`src/rtl/pipe_stage_skid.sv`:
```
// Pipeline stage register with a two-entry skid buffer and valid/ready handshakes on both sides.
// Optional performance counters are compiled in when PIPE_STAGE_PERF_EN is defined.
//
// state | meaning
// EMPTY | no entries held
// ONE   | main register valid, skid register empty
// FULL  | main and skid registers both valid; upstream is back-pressured
module pipe_stage_skid #(
   parameter int                 DATA_W    = 64,
   parameter logic [DATA_W-1:0]  FLUSH_VAL = {DATA_W{1'b0}}
) (
   input  logic              clk_i,
   input  logic              rst_i,
   input  logic              start_i,
   input  logic              flush_i,
   input  logic              up_valid_i,
   output logic              up_ready_o,
   input  logic [DATA_W-1:0] up_data_i,
   output logic              dn_valid_o,
   input  logic              dn_ready_i,
   output logic [DATA_W-1:0] dn_data_o
`ifdef PIPE_STAGE_PERF_EN
   ,
   output logic [31:0]       stall_cnt_o,
   output logic [31:0]       bubble_cnt_o
`endif
);

   typedef enum logic [1:0] {
      EMPTY = 2'd0,
      ONE   = 2'd1,
      FULL  = 2'd2
   } state_t;

   state_t            state_q, state_nxt;
   logic [DATA_W-1:0] main_q, main_nxt;
   logic [DATA_W-1:0] skid_q, skid_nxt;
   logic              main_v, skid_v;
   logic              acc, drn;

   assign main_v = (state_q != EMPTY);
   assign skid_v = (state_q == FULL);

   // Ready depends only on held state and start, never on dn_ready_i.
   assign up_ready_o = start_i & ~skid_v;
   assign dn_valid_o = start_i & main_v;
   assign dn_data_o  = main_q;

   assign acc = up_valid_i & up_ready_o;
   assign drn = dn_valid_o & dn_ready_i;

   always_ff @(posedge clk_i or negedge rst_i) begin
      if (!rst_i) begin
         state_q <= EMPTY;
         main_q  <= FLUSH_VAL;
         skid_q  <= FLUSH_VAL;
      end else begin
         state_q <= state_nxt;
         main_q  <= main_nxt;
         skid_q  <= skid_nxt;
      end
   end

   always_comb begin
      state_nxt = state_q;
      main_nxt  = main_q;
      skid_nxt  = skid_q;
      if (flush_i) begin
         state_nxt = EMPTY;
         main_nxt  = FLUSH_VAL;
         skid_nxt  = FLUSH_VAL;
      end else if (start_i) begin
         case (state_q)
            EMPTY: begin
               if (acc) begin
                  state_nxt = ONE;
                  main_nxt  = up_data_i;
               end
            end
            ONE: begin
               if (acc && !drn) begin
                  state_nxt = FULL;
                  skid_nxt  = up_data_i;
               end else if (acc && drn) begin
                  main_nxt  = up_data_i;
               end else if (drn) begin
                  state_nxt = EMPTY;
               end
            end
            FULL: begin
               if (drn) begin
                  state_nxt = ONE;
                  main_nxt  = skid_q;
               end
            end
            default: begin
               state_nxt = EMPTY;
            end
         endcase
      end
   end

`ifdef PIPE_STAGE_PERF_EN
   always_ff @(posedge clk_i or negedge rst_i) begin
      if (!rst_i) begin
         stall_cnt_o  <= 32'd0;
         bubble_cnt_o <= 32'd0;
      end else if (flush_i) begin
         stall_cnt_o  <= 32'd0;
         bubble_cnt_o <= 32'd0;
      end else if (start_i) begin
         if (dn_valid_o && !dn_ready_i) stall_cnt_o <= stall_cnt_o + 32'd1;
         if (!main_v) bubble_cnt_o <= bubble_cnt_o + 32'd1;
      end
   end
`endif

endmodule
```
`config.mk`:
```
export PLATFORM = sky130hd
export DESIGN_NAME = pipe_stage_skid
export DESIGN_NICKNAME = d
export VERILOG_FILES = /design/src/rtl/pipe_stage_skid.sv
export SDC_FILE = /design/constraint.sdc
export NUM_CORES = 1
export LEC_CHECK = 0
export ABC_AREA = 1
export CAP_MARGIN = 25
export CORE_MARGIN = 3
export CORE_UTILIZATION = 55
export DETAILED_ROUTE_END_ITERATION = 10
export PLACE_DENSITY = 0.87
export SLEW_MARGIN = 20
export SYNTH_ARGS = -nofsm -noshare
export SYNTH_HDL_FRONTEND = slang
export SYNTH_SLANG_ARGS = --single-unit
```
`constraint.sdc`:
```
create_clock -name clk_i -period 3.58 [get_ports clk_i]
set_clock_uncertainty 0.05 [all_clocks]
set_input_delay 0.537 -clock clk_i [delete_from_list [all_inputs] [get_ports clk_i]]
set_output_delay 0.537 -clock clk_i [all_outputs]
set_load 0.01 [all_outputs]
```
---- Word level (Yosys, flattened, before mapping) ----
Cells that the tools add are included.
Widths: inputs -> output; s select.
cells by class
  eq/ne operators ......................... 8
  multiplexer cells ....................... 19
  bitwise operators ....................... 5
  reductions and logical operators ........ 12
operators by type and width
  operator            count
  $mux 64             10
  $pmux 64 s3         1
  $mux 2              7
  $ne 3x3->1 const B  3
  $ne 4x4->1 const B  2
  $reduce_bool 2->1   4
  $pmux 2 s3          1
  $reduce_and 6->1    1
  $reduce_and 5->1    1
  $and 1x1->1         4
  $reduce_bool 4->1   1
  $ne 3x2->1 const B  1
  $reduce_and 3->1    1
  $eq 2x1->1 const B  1
  $eq 2x2->1 const B  1
  $logic_and 1x1->1   2
  $logic_not 2->1     1
  $logic_not 1->1     1
  $not 1->1           1
storage, ports and cells
  bits in registers ....................... 130
  output and inout bits ................... 66
  logic and storage cells ................. 47

---- Longest topological paths before layout ----
Gate-level depths: netlist of run 1.
  depth after elaboration ................. 10
  mapped depth ............................ 11
  gate-level depth less buffers ........... 11

---- Worst setup path after synthesis of run 1 ----
Ideal clock, no wire load.
  path kind ............................... register -> output
  start point ............................. reg state_q[0]
  end point ............................... out up_ready_o
  data arrival time ....................... 1.257 ns
  setup slack ............................. 1.736 ns
  stages on the path, launching flop included .. 7
  cell sequence ........................... dfrtp_1 inv_1 ha_1 inv_2 clkbuf_1 nand2_1 inv_1
between the ends
  word-level cells in the longest chain between the ends .. 3
ends and longest elaborated chain
  what                      RTL line  source
  start: declaration        35        state_t state_q, state_nxt;
  start signal: assignment  58        state_q <= state_nxt;
  $eq 2x2->1                42        assign skid_v = (state_q == FULL);
  $not 1->1                 45        assign up_ready_o = start_i & ~skid_v;
  $and 1x1->1               45
  end: declaration          17        output logic up_ready_o,
Every way passes these cells.

---- Worst setup path after layout of run 1 ----
  start point ............................. reg state_q[0]
  end point ............................... reg main_q[43], in the netlist dn_data_o[43]
between the ends
  word-level cells in the longest chain between the ends .. 7
  elaborated cells on any way between the ends .. 21
ends and longest elaborated chain
  what                                                    RTL line    source
  $eq 2x2->1 / $reduce_bool 2->1 (equally long branches)  42, 73, 41
  $not 1->1 / $and 1x1->1 (equally long branches)         45, 46
  $and 1x1->1, on equally long branches                   45, 50
  $and 1x1->1 / $logic_not 1->1 (equally long branches)   49, 81
  $logic_and 1x1->1, on equally long branches             84, 81
  $ne 3x3->1 (no source line)                             -
  $reduce_and 6->1 (no source line)                       -
  end signal: assignment                                  59          main_q <= main_nxt;
  end: declaration                                        36          logic [DATA_W-1:0] main_q, main_nxt;
Several ways; a longest one is shown, not always the timed one. The select of a mux whose other input is x is not followed.
A chain may end at the register's enable or synchronous reset.

==> flow_summary.json, run 1 <==
{
  "grt_pass1_vias": 5799,
  "io_pins": 136,
  "crit_cells": 10,
  "clockBufferDepth": 2,
  "finalHoldViolations": 0,
  "synth_cell_type_count": 21,
  "numCtsBuffers": 17,
  "mostFrequentLayoutCell": "nand2_1",
  "die_area_um2": 12700,
  "antenna_found_initial": 0,
  "cellLeakagePower_nw": 3.86,
  "gp_congestion": 0.793,
  "row_count": 38,
  "dr.first_iter.drc_count": 544,
  "dpl_cell_area_um2": 7570,
  "syn_avg_cell_area_um2": 8.12,
  "fp.dieW_um": 113,
  "cp_cell_sequence": "inv_1, ha_2, inv_2, nand3_2, inv_2, nand2_1, nand2_2, nand2_4, nand2_1, nand2_1",
  "final_cell_area_um2": 8200,
  "critPathCaptureType": "flop",
  "cp_slowest_cell": "nand2_4",
  "clk_latency_ns": 0.41,
  "area_delta_synth_final_pct": 30.5,
  "die_h_um": 113,
  "status": "finished clean",
  "layout.nets": 953,
  "cts-root-buf": "clkbuf_16",
  "wl_per_cell_um": 16.3,
  "path_buf_inv": 3,
  "fin_cells": 1032,
  "htreeDepth": 4,
  "hold_path_class": "input port to asynchronous set/reset pin",
  "yosysTopAreaCellShare": 0.518,
  "tightest_slew_ns": 0.976,
  "setup_viol": 0,
  "cpLargestDelayFamily": "simple AND/OR/NAND/NOR gates",
  "critPathCapture": "dn_data_o[43]",
  "timing.final.crit_share": 0.833,
  "cts_resized": 0,
  "r2r_start": "state_q[0]",
  "tritoncts": "yes",
  "yosysTopAreaCell": "dfrtp_1",
  "min_period_ns": 2.98,
  "synth-seq-cells": 130,
  "worstRegToRegCells": 10,
  "synthTopCellsByArea": "dfrtp_1, nand2_1, o21ai_0",
  "synth_warnings": 0,
  "cp-start-kind": "flop",
  "initial_utilization": 0.572,
  "crit_fanout": 64,
  "slew_violations": 0,
  "crit_required_ns": 3.82,
  "cpMostUsedCell": "nand2_1",
  "worstReg2RegEnd": "dn_data_o[43]",
  "vias_per_cell": 5.74,
  "overflow": 0,
  "drive_gt1_frac": 0.0807,
  "drc": 0,
  "port_buffers": 135,
  "cap_violations": 0,
  "core_um2": 11000,
  "setup_tns_ns": 0,
  "critPathMaxStageDelay_ns": 0.51,
  "crit_type": "flop to flop",
  "dr.pass1.iters": 6,
  "pwr_density_cell_nw_per_um2": 726,
  "rsz0062_at_grt": "no",
  "clock_sinks": 130,
  "most-common-layout-cells": "nand2_1, clkdlybuf4s50_1, dfrtp_1",
  "via_count": 5926,
  "syn_inst": 774,
  "grt_max_degree": 107,
  "max_clock_freq_mhz": 335,
  "dp_cells": 1000,
  "n_antenna_cell": 0,
  "dpl.hpwl_mm": 10.1,
  "synth_seq_area_share": 0.518,
  "critPathLaunch": "state_q[0]",
  "track_usage": 0.271,
  "synth_nets": 848,
  "rrSetupSlack_ns": 0.60,
  "postCtsHoldBufs": 0,
  "clkTransAtPathRegs_ns": 0.06,
  "routed_wl_mm": 16.8,
  "vdd_drop_max_uv": 451,
  "grt_pass1_wl_mm": 28.0,
  "netlist_area_um2": 6280,
  "worstPathArrival_ns": 3.23,
  "relSlewSlack": 0.348,
  "final_antenna_net_count": 0,
  "postCtsSetupBuffers": 0
}
## layout make-up
class,count,area [µm²]
clock buffer,24,502
clock inverter,8,124
fill,781,2790
inverter,46,173
multi-input combinational,540,2540
sequential,130,3250
tap,140,175
timing repair buffer,144,1430
## worst min path at each step
stage                     cells after the start  slack [ns]            end          start
final                                         1        0.11     skid_q[18]          rst_i
after global routing                          1        0.17  dn_data_o[18]          rst_i
after CTS                                     1        0.15  dn_data_o[18]          rst_i
after detailed placement                      2        0.41  dn_data_o[48]  dn_data_o[48]
after global placement                        2        0.41   dn_data_o[0]   dn_data_o[0]
after floorplan                               0        0.19   dn_data_o[0]          rst_i
## flip-flops by register name, indices dropped and copies added, names as in the netlist
name,cells
dn_data_o,64
skid_q,64
state_q,2
## cell families after synthesis
group           share of synthesized area
compound gates                      0.128
fa+ha+maj                         0.00797
buf+inv                            0.0787
flops                               0.518
simple gates                        0.267
## where the power goes
part	internal, W	leakage, nW	total, W	switching (W)
clock	0.00119	0.302	0.00182	0.000632
combinational	0.000920	1.81	0.00204	0.00112
sequential	0.00186	1.75	0.00209	0.000229
## through the flow
step                      hold WS [ns]  setup WS, ns  total power, W  utilization
after floorplan                  0.191          1.74         0.00316            -
after global placement           0.405         0.845         0.00405        0.689
after detailed placement         0.409         0.658         0.00413        0.689
after CTS                        0.150         0.610         0.00597        0.746
after global routing             0.175         0.306         0.00626        0.746
final                            0.114         0.598         0.00595        0.746
## synthesized netlist by cell type
| cell type | number |
|---|---|
| nand2_1 | 199 |
| nand2_4 | 1 |
| or2_2 | 1 |
| o21ai_1 | 1 |
| buf_6 | 7 |
| clkinv_1 | 1 |
| nand3_2 | 22 |
| inv_1 | 42 |
| buf_1 | 1 |
| buf_4 | 5 |
| buf_2 | 26 |
| nor2_1 | 61 |
| clkbuf_1 | 19 |
| dfrtp_1 | 130 |
| inv_2 | 3 |
| nand2_2 | 2 |
| nor2_4 | 1 |
| o21ai_0 | 95 |
| a21oi_1 | 65 |
| nand3_1 | 88 |
| ha_1 | 4 |
## metal layers
metal	track usage	part of all wire
met5	0	0
met4	0.104	0.023
met3	0.0556	0.084
met2	0.438	0.49
met1	0.362	0.40
Note: power is estimated with default switching activity, not from simulation.
==> run 2: changes to the inputs <==
- CORE_UTILIZATION: 55 -> 51
- PLACE_DENSITY: 0.87 -> 0.81
- clock period: 3.58 -> 3.1 ns (I/O delays scaled with it)
==> flow_summary.json, run 2 (synthesized netlist as in run 1, its figures left out) <==
{
  "seqPwrFrac": 0.368,
  "pwr-share-clk": 0.272,
  "dpl.hpwl_mm": 10.6,
  "worstPathArrival_ns": 2.14,
  "cp_slowest_cell": "clkdlybuf4s50_1",
  "p_int_w": 0.00434,
  "crit_required_ns": 2.58,
  "setup_viol": 0,
  "postCtsHoldBufs": 0,
  "clockBufferDepth": 2,
  "vias_per_cell": 5.59,
  "timing.final.crit_share": 0.858,
  "layout.nets": 958,
  "routed_wl_mm": 16.5,
  "relSlewSlack": 0.479,
  "track_usage": 0.257,
  "area_delta_synth_final_pct": 29.7,
  "slew_violations": 0,
  "clkTransAtPathRegs_ns": 0.05,
  "cpMostUsedCell": "inv_1",
  "grt_max_degree": 87,
  "postCtsSetupBuffers": 0,
  "cp_cell_sequence": "inv_1, ha_2, inv_2, nand2_1, inv_1, clkdlybuf4s50_1",
  "drive_gt1_frac": 0.0787,
  "dr.first_iter.drc_count": 615,
  "die_area_um2": 13700,
  "critPathCaptureType": "output port",
  "pwr_density_cell_nw_per_um2": 804,
  "grt_pass1_vias": 5738,
  "n_antenna_cell": 0,
  "min_period_ns": 2.66,
  "grt_pass1_wl_mm": 27.5,
  "cellLeakagePower_nw": 3.84,
  "tightest_slew_ns": 0.782,
  "overflow": 0,
  "htreeDepth": 4,
  "final_antenna_net_count": 0,
  "finalHoldViolations": 0,
  "most-common-layout-cells": "nand2_1, clkdlybuf4s50_1, dfrtp_1",
  "hold_path_class": "input port to asynchronous set/reset pin",
  "cts_resized": 0,
  "switching_power_w": 0.00221,
  "antenna_found_initial": 0,
  "mostFrequentLayoutCell": "nand2_1",
  "vdd_drop_max_uv": 428,
  "die_h_um": 117,
  "crit_fanout": 23,
  "drc": 0,
  "status": "finished clean",
  "whs_ns": 0.0521,
  "cap_violations": 0,
  "port_buffers": 135,
  "max_clock_freq_mhz": 376,
  "clock_sinks": 130,
  "crit_type": "flop to output port",
  "initial_utilization": 0.536,
  "fp.dieW_um": 117,
  "io_pins": 136,
  "numCtsBuffers": 17,
  "setup_tns_ns": 0,
  "combPwrFrac": 0.360,
  "dr.pass1.iters": 5,
  "core_um2": 11700,
  "critPathMaxStageDelay_ns": 0.53,
  "switching_share": 0.337,
  "cp-start-kind": "flop",
  "gp_congestion": 0.825,
  "tritoncts": "yes",
  "wl_per_cell_um": 16.0,
  "row_count": 39,
  "rsz0062_at_grt": "no",
  "clk_latency_ns": 0.42,
  "via_count": 5772,
  "cts-root-buf": "clkbuf_16"
}
-- run 2: power groups by stage --
stage	Sequential (W)	Combinational [W]	Clock, W
after CTS	0.00241	0.00238	0.00181
after floorplan	0.00258	0.00107	0
after global routing	0.00246	0.00261	0.00188
after global placement	0.00242	0.00230	0
after detailed placement	0.00243	0.00236	0
final	0.00241	0.00236	0.00178
-- run 2: worst paths after layout --
check,startpoint,end,slack (ns),cells past startpoint
setup / recovery,state_q[0],up_ready_o,0.44,6
hold / removal,rst_i,skid_q[55],0.05,1
setup reg to reg,state_q[0],dn_data_o[52],0.71,10
hold reg to reg,dn_data_o[37],dn_data_o[37],0.42,2
max in group asynchronous,rst_i,skid_q[52],2.07,2
min in group clk_i,dn_data_o[37],dn_data_o[37],0.42,2
-- run 2: area by class of cell --
cell class / count / area (µm²)
Fill cell: 923 / 3560
Sequential cell: 130 / 3250
Multi-Input combinational cell: 540 / 2540
Timing Repair Buffer: 149 / 1490
Clock buffer: 25 / 515
Tap cell: 143 / 179
Inverter: 46 / 173
-- run 2: critical path: cells and delay by family (launching register included) --
kind | cells | cell delay (ns)
adder cells (fa/ha/maj) | 1 | 0.19
buffers and inverters | 4 | 1.01
flip-flops | 1 | 0.42
AND/OR/NAND/NOR | 1 | 0.09
-- run 2: metrics by stage --
step            util  std cells  power, W  setup WS (ns)  cell area (µm²)
2_1_floorplan      -        774   0.00365           1.33             6280
3_3_place_gp   0.652       1008   0.00471          0.710             7630
3_5_place_dp   0.652       1008   0.00479          0.575             7630
4_1_cts        0.696       1033   0.00659          0.431             8150
5_1_grt        0.696       1033   0.00695          0.299             8150
6_report       0.696       1033   0.00655          0.441             8150
-- run 2: metal layers --
layer  share of wire  GRT usage  vias to the layer above
met5               0          0                        -
met4           0.025      0.124                        0
met1            0.43      0.340                     2750
li1                -          -                     2721
met3           0.074     0.0612                       38
met2            0.47      0.400                      263
==> run 3: changes to the inputs <==
- CTS_CLUSTER_SIZE: unset -> 40
==> results of run 3 <==
No change in the layout: final DEF, timing and power equal those of run 2.
